File: config.mk
export PLATFORM = sky130hd
export DESIGN_NAME = neuron_act_requant
export DESIGN_NICKNAME = d
export VERILOG_FILES = /design/src/rtl/nn_pkg.sv /design/src/rtl/round_shift_sat.sv /design/src/rtl/neuron_act_requant.sv
export SDC_FILE = /design/constraint.sdc
export NUM_CORES = 1
export LEC_CHECK = 0
export BUFFER_PORTS_ARGS = -buffer_cell sky130_fd_sc_hd__buf_4
export CAP_MARGIN = 30
export CORE_AREA = 10 10 223 161
export CTS_CLUSTER_SIZE = 30
export DETAILED_ROUTE_END_ITERATION = 6
export DIE_AREA = 0 0 233 171
export MAX_ROUTING_LAYER = met4
export PLACE_DENSITY_LB_ADDON = 0.05
export SLEW_MARGIN = 20
export SYNTH_ARGS = -nofsm -noshare
export SYNTH_HDL_FRONTEND = slang
export SYNTH_SLANG_ARGS = --single-unit
File: constraint.sdc
create_clock -name clk -period 4.9 [get_ports clk]
set_input_delay 0.98 -clock clk [delete_from_list [all_inputs] [get_ports clk]]
set_output_delay 0.98 -clock clk [all_outputs]
set_load 0.05 [all_outputs]
File: src/rtl/nn_pkg.sv
// Shared widths and saturation limits for the neuron activation datapath.
package nn_pkg;
  localparam int ACC_W = 36;
  localparam int OUT_W = 16;
  localparam int SH_W  = 5;

  localparam logic signed [ACC_W+1:0] OUT_MAX = 38'sd32767;
  localparam logic signed [ACC_W+1:0] OUT_MIN = -38'sd32768;
endpackage

File: src/rtl/round_shift_sat.sv
// Combinational rounding right shift, plus a separate ReLU + saturate path.
// The two halves are independent so a caller can pipeline between them.
module round_shift_sat
  import nn_pkg::*;
(
  input  logic signed [ACC_W:0]   sum,
  input  logic [SH_W-1:0]         shift,
  output logic signed [ACC_W+1:0] rounded,
  input  logic signed [ACC_W+1:0] x_in,
  input  logic                    relu,
  output logic signed [OUT_W-1:0] data,
  output logic                    sat
);
  localparam logic signed [ACC_W+1:0] ONE = 38'sd1;

  logic signed [ACC_W+1:0] sum_x;
  logic signed [ACC_W+1:0] half;
  logic signed [ACC_W+1:0] clamped;

  always_comb begin
    sum_x = {sum[ACC_W], sum};
    half  = '0;
    // Adding half an LSB before the arithmetic shift rounds ties toward +inf.
    if (shift != '0) half = ONE <<< (shift - SH_W'(1));
    rounded = (sum_x + half) >>> shift;
  end

  always_comb begin
    clamped = (relu && x_in[ACC_W+1]) ? '0 : x_in;
    data    = clamped[OUT_W-1:0];
    sat     = 1'b0;
    if (clamped > OUT_MAX) begin
      data = OUT_MAX[OUT_W-1:0];
      sat  = 1'b1;
    end else if (clamped < OUT_MIN) begin
      data = OUT_MIN[OUT_W-1:0];
      sat  = 1'b1;
    end
  end
endmodule

File: src/rtl/neuron_act_requant.sv
// Three-stage bias add / rounding rescale / ReLU + saturate pipeline that turns
// a MAC accumulator into a 16-bit activation, with valid/ready on both sides.
module neuron_act_requant
  import nn_pkg::*;
#(
  parameter int CNT_W = 16
) (
  input  logic                    clk,
  input  logic                    rst_n,
  input  logic                    in_valid,
  output logic                    in_ready,
  input  logic signed [ACC_W-1:0] in_acc,
  input  logic signed [ACC_W-1:0] in_bias,
  input  logic [SH_W-1:0]         in_shift,
  input  logic                    in_relu,
  output logic                    out_valid,
  input  logic                    out_ready,
  output logic [OUT_W-1:0]        out_data,
  output logic                    out_sat,
  output logic [CNT_W-1:0]        out_count
);
  // Handshake: a transfer happens on a rising edge where valid and ready are
  // both 1; valid never waits for ready, and ready depends only on registered
  // stage valids and out_ready, so no combinational in_valid -> in_ready path.
  logic v1, v2, v3;
  logic adv1, adv2, adv3;

  logic signed [ACC_W:0]   s1_sum;
  logic [SH_W-1:0]         s1_shift;
  logic                    s1_relu;
  logic signed [ACC_W+1:0] s2_r;
  logic                    s2_relu;

  logic signed [ACC_W+1:0] r_next;
  logic signed [OUT_W-1:0] d_next;
  logic                    sat_next;

  assign adv3      = !v3 || out_ready;
  assign adv2      = !v2 || adv3;
  assign adv1      = !v1 || adv2;
  assign in_ready  = adv1;
  assign out_valid = v3;

  round_shift_sat u_rss (
    .sum     (s1_sum),
    .shift   (s1_shift),
    .rounded (r_next),
    .x_in    (s2_r),
    .relu    (s2_relu),
    .data    (d_next),
    .sat     (sat_next)
  );

  always_ff @(posedge clk) begin
    if (!rst_n) begin
      v1        <= 1'b0;
      v2        <= 1'b0;
      v3        <= 1'b0;
      s1_sum    <= '0;
      s1_shift  <= '0;
      s1_relu   <= 1'b0;
      s2_r      <= '0;
      s2_relu   <= 1'b0;
      out_data  <= '0;
      out_sat   <= 1'b0;
      out_count <= '0;
    end else begin
      if (adv1) begin
        v1 <= in_valid;
        if (in_valid) begin
          s1_sum   <= $signed({in_acc[ACC_W-1], in_acc}) + $signed({in_bias[ACC_W-1], in_bias});
          s1_shift <= in_shift;
          s1_relu  <= in_relu;
        end
      end
      if (adv2) begin
        v2 <= v1;
        if (v1) begin
          s2_r    <= r_next;
          s2_relu <= s1_relu;
        end
      end
      // Data only moves with a valid beat, so a stalled output stays stable.
      if (adv3) begin
        v3 <= v2;
        if (v2) begin
          out_data <= d_next;
          out_sat  <= sat_next;
        end
      end
      if (v3 && out_ready) out_count <= out_count + 1'b1;
    end
  end
endmodule

==> results of run 1 <==
layout make-up:
cell class | instances | area share
clock buffer | 17 | 0.0299
clock inverter | 15 | 0.00914
inverter | 28 | 0.00739
multi-input combinational | 1307 | 0.615
sequential | 118 | 0.166
tap | 427 | 0.0375
timing repair buffer | 248 | 0.135
final timing paths:
kind | from | to | slack, ns | cells past startpoint
max | s1_shift[4] | s2_r[8] | 0.17 | 16
min | s1_sum[26] | s1_sum[26] | 0.46 | 2
max reg2reg | s1_shift[4] | s2_r[8] | 0.17 | 16
min reg2reg | s1_sum[26] | s1_sum[26] | 0.46 | 2
per-layer routing:
layer,vias up,share of wire
met5,-,0
met4,0,0.0097
met3,33,0.089
met2,457,0.39
met1,6166,0.51
li1,6165,-
sequential cells by signal, indices dropped and copies added (netlist names):
name	count
s2_r	38
s1_sum	37
out_count	16
out_data	16
s1_shift	5
out_sat	1
out_valid	1
s1_relu	1
s2_relu	1
v1	1
v2	1
what timing repair did:
item	in CTS	in global routing
resized for setup	0	5
setup endpoints to repair	0	8
buffers inserted	0	2
hold endpoints to repair	0	0
power by group through the flow:
stage | clock network, mW | registers [mW] | logic (mW)
floorplan | 0 | 1.10 | 0.745
global placement | 0 | 1.10 | 1.18
detailed placement | 0 | 1.10 | 1.17
CTS | 1.25 | 1.08 | 1.18
global route | 1.29 | 1.09 | 1.32
finish | 1.22 | 1.08 | 1.20
through the flow:
stage / util / power, mW / worst slack [ns]
after floorplan: - / 1.85 / 0.230
after global placement: 0.428 / 2.27 / 0.140
after detailed placement: 0.429 / 2.27 / 0.174
after CTS: 0.446 / 3.51 / 0.127
after global routing: 0.448 / 3.69 / 0.00911
final: 0.448 / 3.50 / 0.166
cell usage in the layout (no fill, tap or decap), types with 14 or more instances in the layout:
cell / n
o211ai_1: 25
a21o_1: 20
mux4_2: 24
xnor2_1: 28
mux2i_1: 24
a31oi_1: 23
and2_1: 16
ha_1: 69
xor2_1: 31
a21oi_1: 155
nor2_1: 176
and3_1: 20
nand3_1: 31
nand2b_1: 15
buf_4: 242
clkbuf_16: 17
o21a_1: 20
nand2_1: 189
dfxtp_1: 118
a211o_1: 14
o21ai_0: 96
inv_1: 25
nor3_1: 30
a211oi_1: 31
nand4_1: 28
critical path, stage by stage, from the launching register on:
cell and delay, ns:
dfxtp_1 0.46, inv_1 0.13, nand2_1 0.20, nor2_1 0.10, ha_1 0.23, fa_1 0.42
a21o_1 0.21, a2111o_1 0.44, buf_4 0.19, a211o_2 0.39, a31oi_4 0.19, a21oi_2 0.09
or2_1 0.27, mux2_2 0.30, mux4_1 0.63, a211o_1 0.35, nand2_1 0.07
logic make-up (layout without fill, tap and decap cells):
kind of cell	Yosys count	count (layout)	synth area share
xor+xnor	59	59	0.0447
simple gates	572	572	0.228
flops	118	118	0.204
mux	60	60	0.0817
fa+ha+maj	71	71	0.0781
buf+inv	125	308	0.0434
other cells	1	1	0.000324
compound gates	544	544	0.320
==> impl_results.md, run 1 <==
- Post-DP Area: 0.0136 mm²
- H-tree Lvls: 4
- Synth Flop Type: dfxtp_1
- DIE AREA: 0.0398 mm²
- Number of antenna violations at the first check in global routing: 0
- Root Buffer: clkbuf_16
- Starting Density: 0.364
- CTS tree: done
- # Max-Cap Violations: 0
- Share of the yosys chip area belonging to registers: 0.204
- Die height: 171 µm
- # fillers: 3352
- FF+latch area: 0.00236 mm²
- Share of synthesized registers carrying an async set or reset: 0
- Yosys top cell by area: dfxtp_1
- Dominant cells by area after synthesis: dfxtp_1 (20%), ha_1 (7.5%), a21oi_1 (6.7%)
- ANT cells: 0
- Period minus WS final: 4.73 ns
- Count of different cell masters after synthesis: 96
- # rows: 55
- Final Hold Viols: 0
- Layout cells sized above 1: 0.211
- Clock power share: 0.349
- Number of DRC markers in iteration 0: 1200
- Post-DR vias/cell: 5.94
- Post-Syn Nets: 1703
- FF+latch count, synth: 118
- GR peak layer: met1
- Pre-antenna DRT Iters: 5
- Share of the synthesized area in the top cell type: 0.204
- Cell Area, Synth: 0.0116 mm²
- PD cells: 246 mW/mm²
- EDFF count, synth: 0
- Syn Area/Cell: 7.47 µm²
- WP data required: 5.28 ns
- Final cell count without fillers: 2160
- GR Overflow Total: 0
- Leak pwr: 5.99 nW
- Ys Warns: 0
- Met3 usage: 0.0589
- Design Area, Final: 0.0142 mm²
- Run status: complete, no violations
- Antenna Nets Post-Route: 0
- Nets: 1873
- DPL Wire Length: 36.6 mm
- GP Congestion: 0.955
- Hold-fix buffers, CTS: 0
- Io pins: 117
- GRT Total Usage: 0.236
- Via count: 12800
- Crit path DAT: 5.12 ns
- Switching part of the total: 0.365
- Total wire length: 46.1 mm
- Max VDD drop: 0.187 mV
- Critical Path Fanout Max: 5
- Skew final: 0.0143 ns
- Sw power: 1.28 mW
- Max-slew headroom: 0.411
- First-pass GRT wire length: 71.2 mm
- WS Path Type: flip-flop to flip-flop
- Placed Cells: 2125
- GR Util met1: 0.351
- CP startpoint kind: flip-flop
- Worst slew pin tran: 0.882 ns
- Worst Hold Class: flip-flop to flip-flop
- DRC viols: 0
- # setup viols final: 0
- Setup TNS: 0 ns
- Clock Sinks: 118
- CP Capture Type: flip-flop
- Worst-path clk slew: 0.06 ns
- Gate Count Post-Synth: 1550
- Post-synth top cells: nand2_1 (189), nor2_1 (177), a21oi_1 (155)
- P_int: 2.22 mW
- Peak Freq: 0.211 GHz
- Area taken by multi-input logic gates: 0.00875 mm²
- Cell with the most instances after synthesis: nand2_1
- Comb power frac: 0.343
- Max-slew violations: 0
- Width of the die: 233 µm
- Clock Tree Buf Depth: 2
- Worst skew pair latency: 0.45 ns
- Area delta synth->final: 23.0%
- Core area: 0.0318 mm²
- Period utilisation layout: 0.966
- Sequential cell fraction of total power: 0.308
- CTS buffer count: 17
- GRT met2 Usage: 0.312
- RSZ-0062 raised after global routing: no
- WL/cell: 21.3 µm
- Vias in the first global route: 11800
- Buffers on Ports: 116
- Largest net degree at the start of global routing: 48
- Hold slack final: 0.455 ns
No activity file was read; power rests on OpenSTA's default activity.
==> run 2: changes to the inputs <==
--- a/config.mk
+++ b/config.mk
@@ -5,12 +5,12 @@
 export SDC_FILE = /design/constraint.sdc
 export NUM_CORES = 1
 export LEC_CHECK = 0
-export BUFFER_PORTS_ARGS = -buffer_cell sky130_fd_sc_hd__buf_4
-export CAP_MARGIN = 30
+export CAP_MARGIN = 10
 export CORE_AREA = 10 10 223 161
 export CTS_CLUSTER_SIZE = 30
 export DETAILED_ROUTE_END_ITERATION = 6
 export DIE_AREA = 0 0 233 171
+export DONT_BUFFER_PORTS = 1
 export MAX_ROUTING_LAYER = met4
 export PLACE_DENSITY_LB_ADDON = 0.05
 export SLEW_MARGIN = 20
==> run 2 against run 1 <==
  * Largest power group unchanged
  * Sequential share of layout area increased by 1.2 points
  * Critical path depth decreased by 2
  * Cell count decreased by 6.5%
  * Flip-flop and latch count unchanged
  * Fmax decreased by 0.16%
  * Critical endpoint is now s2_r[16]
  * Power increased by 0.38%
  * Clock power increased by 8%
  * Global-route usage decreased by 0.31 points
  * Hold slack about the same
  * Design area decreased by 6.9%
  * Register-to-register slack about the same
  * Die area unchanged
==> impl_results.md, run 2 (synthesis results as in run 1) <==
- # Max-Cap Violations: 0 (unchanged)
- Post-DR vias/cell: 6.04 (was 5.94)
- Clock Tree Buf Depth: 2 (unchanged)
- H-tree Lvls: 4 (unchanged)
- Layout cells sized above 1: 0.149 (was 0.211)
- Nets: 1733 (was 1873)
- Number of antenna violations at the first check in global routing: 0 (unchanged)
- Commonest non-fill, non-tap cell in the layout: nand2_1 (was buf_4)
- Width of the die: 233 µm (unchanged)
- GRT Total Usage: 0.233 (was 0.236)
- CTS buffer count: 17 (unchanged)
- CTS tree: done (unchanged)
- Die height: 171 µm (unchanged)
- ANT cells: 0 (unchanged)
- Buffers on Ports: 0 (was 116)
- Root Buffer: clkbuf_16 (unchanged)
- Worst Setup SP: s1_shift[2] (was s1_shift[4])
- WL/cell: 22.4 µm (was 21.3 µm)
- Max-slew headroom: 0.378 (was 0.411)
- Core area: 0.0318 mm² (unchanged)
- Via count: 12200 (was 12800)
- Largest net degree at the start of global routing: 56 (was 48)
- Max VDD drop: 0.190 mV (was 0.187 mV)
- DRC viols: 0 (unchanged)
- GR peak layer: met1 (unchanged)
- # setup viols final: 0 (unchanged)
- CP Cell Sequence: nor2_1, nand2_1, nor2_1, ha_1, fa_1, a21o_1, a2111o_1, a211oi_4, o31ai_4, buf_4, xor2_1, mux4_2, mux4_2, a221o_1 (was inv_1, nand2_1, nor2_1, ha_1, fa_1, a21o_1, a2111o_1, buf_4, a211o_2, a31oi_4, a21oi_2, or2_1, mux2_2, mux4_1, a211o_1, nand2_1)
- Most frequent cells in the layout: nand2_1 (186), nor2_1 (176), a21oi_1 (154) (was buf_4 (242), nand2_1 (189), nor2_1 (176))
- Top Registers: s2_r x38, s1_sum x37 (unchanged)
- Placed Cells: 1986 (was 2125)
- Number of DRC markers in iteration 0: 1140 (was 1200)
- Setup TNS: 0 ns (unchanged)
- DPL Wire Length: 36.1 mm (was 36.6 mm)
- Worst path slowest cell: mux4_2 (was mux4_1)
- Worst slew pin tran: 0.927 ns (was 0.882 ns)
- PD cells: 265 mW/mm² (was 246 mW/mm²)
- Leak pwr: 5.29 nW (was 5.99 nW)
- Largest Register: s2_r (unchanged)
- Setup ws final: 0.158 ns (was 0.166 ns)
- Vias in the first global route: 11500 (was 11800)
- Peak Freq: 0.211 GHz (about the same)
- Largest register FFs: 38 (unchanged)
- Area delta synth->final: 14.5% (was 23.0%)
- GR Util met1: 0.335 (was 0.351)
- # rows: 55 (unchanged)
- WP data required: 5.24 ns (was 5.28 ns)
- Skew final: 0.00678 ns (was 0.0143 ns)
- Worst-path clk slew: 0.06 ns (about the same)
- CP startpoint kind: flip-flop (unchanged)
- Period minus WS final: 4.74 ns (was 4.73 ns)
- Slowest Stage Delay on Critical Path: 0.55 ns (was 0.63 ns)
- Starting Density: 0.364 (unchanged)
- Met3 usage: 0.0665 (was 0.0589)
- GR Overflow Total: 0 (unchanged)
- Post-DP Area: 0.0126 mm² (was 0.0136 mm²)
- Worst skew pair latency: 0.45 ns (about the same)
- DP Worst Slack: -0.0266 ns (was 0.174 ns)
- WS Path Type: flip-flop to flip-flop (unchanged)
- DIE AREA: 0.0398 mm² (unchanged)
- GP Congestion: 0.959 (was 0.955)
- Crit path DAT: 5.08 ns (was 5.12 ns)
- # fillers: 3408 (was 3352)
- Pre-antenna DRT Iters: 6 (was 5)
- First-pass GRT wire length: 70.0 mm (was 71.2 mm)
- Hold_sp: s1_sum[18] (was s1_sum[26])
- Design Area, Final: 0.0133 mm² (was 0.0142 mm²)
- GRT met2 Usage: 0.315 (was 0.312)
- Critical Path Fanout Max: 6 (was 5)
- Period utilisation layout: 0.968 (was 0.966)
- Final Hold Viols: 0 (unchanged)
- Clock Sinks: 118 (unchanged)
- R2R Path Start: s1_shift[2] (was s1_shift[4])
- Max-slew violations: 0 (unchanged)
- Total wire length: 45.2 mm (was 46.1 mm)
- Io pins: 117 (unchanged)
- Post-Route Utilization: 0.417 (was 0.448)
- CP Capture Type: flip-flop (unchanged)
- Final cell count without fillers: 2020 (was 2160)
- Run status: complete, no violations (unchanged)
- Worst Hold Class: flip-flop to flip-flop (unchanged)
- Antenna Nets Post-Route: 0 (unchanged)
[run 2: layout make-up]
type,count,area [µm²],area share
inverters,28,105,0.00793
multi-input cells,1307,8800,0.664
flip-flops and latches,118,2360,0.178
repair buffers,108,848,0.0640
clock inverters,13,146,0.0110
clock buffers,19,453,0.0342
well taps,427,534,0.0403
[run 2: where the power goes]
group,internal (mW),leakage [nW],switching (mW)
Sequential,1.02,0.966,0.0842
Clock,0.779,0.279,0.542
Combinational,0.444,4.05,0.643
Total,2.25,5.29,1.27
[run 2: worst paths after layout]
check | end | cells past startpoint | slack, ns
setup / recovery | s2_r[16] | 14 | 0.16
hold / removal | s1_sum[18] | 2 | 0.46
setup reg to reg | s2_r[16] | 14 | 0.16
hold reg to reg | s1_sum[18] | 2 | 0.46
[run 2: what timing repair did]
action,CTS,global route
hold buffers,0,0
setup endpoints to repair,1,24
buffers inserted,2,0
pin swaps,1,1
gates resized for setup,2,18
gates cloned,0,0
[run 2: stage by stage]
stage	hold slack, ns	total power [mW]
finish	0.455	3.52
global route	0.480	3.70
CTS	0.461	3.53
detailed placement	0.452	2.19
global placement	0.448	2.20
floorplan	0.420	1.85
[run 2: layer usage]
metal  wire, µm  up-vias
met3       3850       40
li1           -     5889
met1      22800     5875
met4        511        0
met5          0        -
met2      18000      399
[run 2: worst max-delay path, delay by kind of cell (launching register included)]
family	cells	cell delay [ns]
compound gates	5	1.66
xor+xnor	1	0.17
fa+ha+maj	2	0.64
buf+inv	1	0.20
flops	1	0.43
mux	2	1.05
simple gates	3	0.46
